$ cat config.mk
export PLATFORM = sky130hd
export DESIGN_NAME = adt7410_poller_flat
export DESIGN_NICKNAME = d
export VERILOG_FILES = /design/src/rtl/adt7410_poller_if.sv /design/src/rtl/adt7410_poller.sv /design/src/flat_wrapper.sv
export SDC_FILE = /design/constraint.sdc
export NUM_CORES = 1
export LEC_CHECK = 0
export CAP_MARGIN = 25
export CELL_PAD_IN_SITES_DETAIL_PLACEMENT = 0
export CELL_PAD_IN_SITES_GLOBAL_PLACEMENT = 2
export CORE_UTILIZATION = 34
export CTS_CLUSTER_DIAMETER = 60
export DETAILED_ROUTE_END_ITERATION = 8
export GPL_ROUTABILITY_DRIVEN = 0
export HOLD_SLACK_MARGIN = 0.03
export PLACE_DENSITY_LB_ADDON = 0.3
export SLEW_MARGIN = 15
export SYNTH_ARGS = -nofsm -noshare
export SYNTH_HDL_FRONTEND = slang
export SYNTH_SLANG_ARGS = --single-unit
$ cat constraint.sdc
create_clock -name clk -period 3.4 [get_ports clk]
set_clock_uncertainty 0.05 [all_clocks]
set_input_delay 0.34 -clock clk [delete_from_list [all_inputs] [get_ports clk]]
set_output_delay 0.34 -clock clk [all_outputs]
set_load 0.01 [all_outputs]
$ cat src/rtl/adt7410_poller_if.sv
// adt7410_poller_if: request/response handshake between the poller and the I2C controller wrapper
interface adt7410_poller_if;
    logic       start;
    logic       rd_wr;
    logic [7:0] address;
    logic [6:0] bus_address;
    logic [7:0] data_to_send;
    logic [7:0] data_received;
    logic       busy;
    logic       done;
    logic       error;
    modport master (output start, rd_wr, address, bus_address, data_to_send,
                    input data_received, busy, done, error);
    modport slave (input start, rd_wr, address, bus_address, data_to_send,
                   output data_received, busy, done, error);
endinterface

$ cat src/rtl/adt7410_poller.sv
// adt7410_poller: writes the ADT7410 config once, then periodically reads MSB/LSB and publishes a 16-bit sample
module adt7410_poller #(
    parameter logic [6:0]  BUS_ADDRESS    = 7'h4B,
    parameter logic [7:0]  CONFIG_VALUE   = 8'h80,
    parameter int unsigned POLL_CYCLES    = 25_000_000,
    parameter int unsigned TIMEOUT_CYCLES = 1_000_000
) (
    input  logic                    clk,
    input  logic                    rst,
    input  logic                    enable,
    adt7410_poller_if.master        i2c,
    output logic [15:0]             temperature,
    output logic                    temp_valid,
    output logic [7:0]              error_count,
    output logic                    fault
);
    typedef enum logic [3:0] {
        IDLE, CFG_START, CFG_WAIT, PERIOD, MSB_START, MSB_WAIT, LSB_START, LSB_WAIT, PUBLISH, BACKOFF
    } state_t;
    state_t      state_q, state_d;
    logic        cfg_done_q, cfg_done_d;
    logic [31:0] cnt_q, cnt_d;
    logic        start_q, start_d;
    logic        rd_wr_q, rd_wr_d;
    logic [7:0]  addr_q, addr_d;
    logic [7:0]  data_q, data_d;
    logic [7:0]  msb_q, msb_d;
    logic [15:0] temp_q, temp_d;
    logic        valid_q, valid_d;
    logic [7:0]  err_q, err_d;
    logic        fault_q, fault_d;
    logic        waiting, launch, ok, fail, poll_end, lsb_ok;
    always_comb begin
        waiting  = state_q inside {CFG_WAIT, MSB_WAIT, LSB_WAIT};
        launch   = (state_q inside {CFG_START, MSB_START, LSB_START}) && !i2c.busy;
        ok       = waiting && i2c.done && !i2c.error;
        // done in the timeout cycle still counts as success
        fail     = waiting && (i2c.error || (!i2c.done && cnt_q == TIMEOUT_CYCLES));
        poll_end = cnt_q == POLL_CYCLES - 1;
        lsb_ok   = ok && state_q == LSB_WAIT;
    end
    always_comb begin
        state_d = state_q;
        case (state_q)
            IDLE:      if (enable) state_d = cfg_done_q ? PERIOD : CFG_START;
            CFG_START: if (launch) state_d = CFG_WAIT;
            MSB_START: if (launch) state_d = MSB_WAIT;
            LSB_START: if (launch) state_d = LSB_WAIT;
            CFG_WAIT:  state_d = fail ? BACKOFF : ok ? PERIOD : state_q;
            MSB_WAIT:  state_d = fail ? BACKOFF : ok ? LSB_START : state_q;
            LSB_WAIT:  state_d = fail ? BACKOFF : ok ? PUBLISH : state_q;
            PUBLISH:   state_d = PERIOD;
            PERIOD, BACKOFF: begin
                if (!enable) state_d = IDLE;
                else if (poll_end) state_d = cfg_done_q ? MSB_START : CFG_START;
            end
            default:   state_d = IDLE;
        endcase
        // one counter serves both the poll interval and the transaction timeout
        cnt_d      = (state_d != state_q) ? '0 : cnt_q + 32'd1;
        cfg_done_d = cfg_done_q | (ok && state_q == CFG_WAIT);
        start_d    = launch;
        rd_wr_d    = launch ? state_q != CFG_START : rd_wr_q;
        addr_d     = !launch ? addr_q : state_q == CFG_START ? 8'h03 : state_q == MSB_START ? 8'h00 : 8'h01;
        data_d     = (launch && state_q == CFG_START) ? CONFIG_VALUE : data_q;
        msb_d      = (ok && state_q == MSB_WAIT) ? i2c.data_received : fail ? 8'h00 : msb_q;
        temp_d     = lsb_ok ? {msb_q, i2c.data_received} : temp_q;
        valid_d    = lsb_ok;
        err_d      = (fail && err_q != 8'hFF) ? err_q + 8'd1 : err_q;
        fault_d    = fail | (fault_q & !lsb_ok);
    end
    always_ff @(posedge clk or posedge rst) begin
        if (rst) begin
            state_q    <= IDLE;
            cfg_done_q <= 1'b0;
            cnt_q      <= '0;
            start_q    <= 1'b0;
            rd_wr_q    <= 1'b0;
            addr_q     <= '0;
            data_q     <= '0;
            msb_q      <= '0;
            temp_q     <= '0;
            valid_q    <= 1'b0;
            err_q      <= '0;
            fault_q    <= 1'b0;
        end else begin
            state_q    <= state_d;
            cfg_done_q <= cfg_done_d;
            cnt_q      <= cnt_d;
            start_q    <= start_d;
            rd_wr_q    <= rd_wr_d;
            addr_q     <= addr_d;
            data_q     <= data_d;
            msb_q      <= msb_d;
            temp_q     <= temp_d;
            valid_q    <= valid_d;
            err_q      <= err_d;
            fault_q    <= fault_d;
        end
    end
    assign i2c.start        = start_q;
    assign i2c.rd_wr        = rd_wr_q;
    assign i2c.address      = addr_q;
    assign i2c.bus_address  = BUS_ADDRESS;
    assign i2c.data_to_send = data_q;
    assign temperature      = temp_q;
    assign temp_valid       = valid_q;
    assign error_count      = err_q;
    assign fault            = fault_q;
endmodule
$ cat src/flat_wrapper.sv
// flat-port wrapper written by rule: the top's interface ports become plain ports
module adt7410_poller_flat 
#(
    parameter logic [6:0]  BUS_ADDRESS    = 7'h4B,
    parameter logic [7:0]  CONFIG_VALUE   = 8'h80,
    parameter int unsigned POLL_CYCLES    = 25_000_000,
    parameter int unsigned TIMEOUT_CYCLES = 1_000_000
)
  (clk, rst, enable, temperature, temp_valid, error_count, fault, i2c_start, i2c_rd_wr, i2c_address, i2c_bus_address, i2c_data_to_send, i2c_data_received, i2c_busy, i2c_done, i2c_error);
  adt7410_poller_if i2c_i ();
  input  logic clk;
  input  logic rst;
  input  logic enable;
  output logic [15:0] temperature;
  output logic temp_valid;
  output logic [7:0] error_count;
  output logic fault;
  output wire logic [$bits(i2c_i.start)-1:0] i2c_start;
  output wire logic [$bits(i2c_i.rd_wr)-1:0] i2c_rd_wr;
  output wire logic [$bits(i2c_i.address)-1:0] i2c_address;
  output wire logic [$bits(i2c_i.bus_address)-1:0] i2c_bus_address;
  output wire logic [$bits(i2c_i.data_to_send)-1:0] i2c_data_to_send;
  input wire logic [$bits(i2c_i.data_received)-1:0] i2c_data_received;
  input wire logic [$bits(i2c_i.busy)-1:0] i2c_busy;
  input wire logic [$bits(i2c_i.done)-1:0] i2c_done;
  input wire logic [$bits(i2c_i.error)-1:0] i2c_error;
  assign i2c_start = i2c_i.start;
  assign i2c_rd_wr = i2c_i.rd_wr;
  assign i2c_address = i2c_i.address;
  assign i2c_bus_address = i2c_i.bus_address;
  assign i2c_data_to_send = i2c_i.data_to_send;
  assign i2c_i.data_received = i2c_data_received;
  assign i2c_i.busy = i2c_busy;
  assign i2c_i.done = i2c_done;
  assign i2c_i.error = i2c_error;
  adt7410_poller #(.BUS_ADDRESS(BUS_ADDRESS), .CONFIG_VALUE(CONFIG_VALUE), .POLL_CYCLES(POLL_CYCLES), .TIMEOUT_CYCLES(TIMEOUT_CYCLES)) u_core (.clk(clk), .rst(rst), .enable(enable), .i2c(i2c_i), .temperature(temperature), .temp_valid(temp_valid), .error_count(error_count), .fault(fault));
endmodule
==> results of run 1 <==
-- cells in the final DEF (no fill, tap or decap), drive strengths merged, types with 16 or more instances in the layout --
master / n
o21ai: 16
xor2: 17
nand3: 16
clkdlybuf4s50: 44
dfrtp: 76
nand2: 41
xnor2: 22
nor3: 38
mux2: 17
conb: 20
-- critical path, cell delays in order, from the launching register on --
cell	delay, ns
dfrtp_1	0.44
or4_1	0.53
or3_1	0.31
or3_4	0.41
o31ai_1	0.31
o21ai_1	0.16
nand4_4	0.11
buf_4	0.40
nor3_1	0.10
-- sequential cells by signal, indices dropped and copies added, names as in the netlist --
name / flops
u_core.temperature: 16
u_core.temp_valid: 1
u_core.i2c.rd_wr: 1
u_core.error_count: 8
u_core.i2c.start: 1
u_core.cfg_done_q: 1
u_core.i2c.address: 2
u_core.state_q: 4
u_core.fault: 1
u_core.cnt_q: 32
u_core.i2c.data_to_send: 1
u_core.msb_q: 8
-- metrics by stage --
stage               std cells  cell area [µm²]  worst slack [ns]  utilization  hold slack (ns)
CTS                       581             4900             0.367        0.425            0.411
global route              581             4900             0.225        0.425            0.448
global placement          565             4570             0.415        0.397            0.396
detailed placement        565             4570             0.397        0.397            0.424
finish                    581             4900             0.388        0.425            0.392
floorplan                 407             4130             0.765            -            0.361
-- power by group through the flow --
stage               registers (W)  logic [W]  clock network, W
global placement          0.00110    0.00108                 0
global route              0.00110    0.00116           0.00112
detailed placement        0.00110    0.00108                 0
CTS                       0.00109    0.00109           0.00108
finish                    0.00109    0.00107           0.00104
floorplan                 0.00105   0.000942                 0
-- kinds of logic (layout without fill, tap and decap cells) --
| logic type | count (synthesis) | in the layout |
|---|---|---|
| adders and majority gates | 3 | 3 |
| and+or+nand+nor | 165 | 165 |
| xor gates and xnor gates | 39 | 39 |
| other | 2 | 20 |
| buffers and inverters | 49 | 80 |
| AOI/OAI and AO/OA | 36 | 36 |
| muxes | 19 | 19 |
| DFF | 76 | 76 |
-- per-layer routing --
metal  GRT usage  share of wire  up-vias
met1       0.207           0.48     1431
met3      0.0487          0.046        4
li1            -              -     1398
met5           0              0        -
met2       0.228           0.47       72
met4      0.0405         0.0067        0
-- worst min path at each step --
stage	startpoint	end	slack, ns	depth (start not counted)
2_1_floorplan	i2c_busy	u_core.i2c.start	0.36	1
3_3_place_gp	u_core.i2c.data_to_send[7]	u_core.i2c.data_to_send[7]	0.40	1
3_5_place_dp	u_core.fault	u_core.fault	0.42	1
4_1_cts	rst	u_core.temperature[7]	0.41	2
5_1_grt	rst	u_core.cnt_q[28]	0.45	2
6_report	rst	u_core.cnt_q[28]	0.39	2
-- cell type report --
class                      instances  area [µm²]
multi-input combinational        282        1910
clock buffer                      11         243
clock inverter                     5        85.1
sequential                        76        1900
inverter                          11        41.3
tap                              143         179
fill                            1114        6620
timing repair buffer              53         533
==> reports/metrics.cfg, run 1 <==
[run_status]
outcome = finished with violations
violations = DRC

[clocking]
cts_resized = 0
clock_latency_ns = 0.34
cts_setup_buffers = 0
cts.sinks = 76
clockBufferDepth = 2
cts_tree = yes
clkTransAtPathRegs_ns = 0.06
htreeDepth = 3
cts_buffers = 9
postCtsHoldBufs = 0
cts_root_buf = clkbuf_16

[global_route]
grtUsageTotal = 0.151
antenna_found_initial = 0
grt_pass1_wl_um = 14700
grt_pass1_vias = 2821
grt_max_degree = 47
grt_overflow = 0

[logic_synthesis]
synth-compound-area-share = 0.0564
syn_area_per_cell_um2 = 10.4
synth_edf_count = 0
ys_top_cells_by_count = dfrtp_1, nand2_1, xnor2_1
synth_top_area_share = 0.468
synth.top_cells.by_area = dfrtp_1, nor3_2, mux2_2
ys.flop_type = dfrtp_1
syn_inst = 389
synth_mux_area_frac = 0.0521
ys_warn_count = 0
netlist_area_um2 = 4060
synth_top_cell_by_area = dfrtp_1
ys_seq_area_frac = 0.468
synthSimpleGateAreaFrac = 0.246
synth_most_common_cell = dfrtp_1
synth_xor_area_frac = 0.0887
synth_top_family_by_area = simple AND/OR/NAND/NOR gates
synth_cell_types = 50
synthArstFlopShare = 1.00
synth_fa_ha_area_frac = 0.00924
synth_seq_cells = 76

[critical_path]
cp-endpoint = u_core.cnt_q[20]
cp.arrival_ns = 3.16
r2r_end = u_core.cnt_q[20]
crit_required_ns = 3.55
crit-reg2reg-launch = u_core.cnt_q[2]
startpoint_type = flip-flop
reg2reg_depth = 8
endpoint_kind = flip-flop
startpoint = u_core.cnt_q[2]
cp_max_fo = 32
critical_path_class = flip-flop to flip-flop
reg2reg_slack_ns = 0.39

[power]
power_frac_comb = 0.334
intPower_w = 0.00201
total_power_w = 0.00319
switching_power_w = 0.00118
sw_frac_of_total = 0.371
seqPwrFrac = 0.340
leakage_nw = 2.06
powerDensity_nw_per_um2 = 652
ir_drop_uv = 366
p_clk_frac = 0.326

[floorplan]
die_x_um = 111
core-area_um2 = 11500
die_area_um2 = 12400
die_height_um = 111
initial_core_util = 0.353
ios = 65
num_rows = 39

[route]
initialDrtViolationCount = 164
avgRoutedWirePerCell_um = 14.9
routed_wirelength_um = 8670
drcViolationCount = 8
via_per_inst = 5.00
drt_pass1_iterations = 6
antenna_left = 0
via_count = 2905

[sta]
rsz0062_at_grt = no
slew_headroom = 0.523
hold_viol_final = 0
worst_pin_slew_ns = 0.714
fmax_mhz = 332
timing.final.crit_share = 0.886
finalSetupTns_ns = 0
setup_viol = 0
fin_crit_ns = 3.01
maxSlewViolCount = 0

[min_path]
hp-class = primary input to asynchronous set/reset pin

[cells_and_area]
layout.nets = 450
layout-drive-gt1-share = 0.160
diodes = 0
area_delta_synth_final_pct = 20.6

[placement]
io_buffers = 44
hpwl_um = 5770

[run]
maxCapViolCount = 0

(Power assumes the default switching activity.)
==> run 2: changes to the inputs <==
- GPL_ROUTABILITY_DRIVEN: 0 -> not set
==> results of run 2 <==
Same layout as run 1: the final DEF is identical, and so are final timing and power.
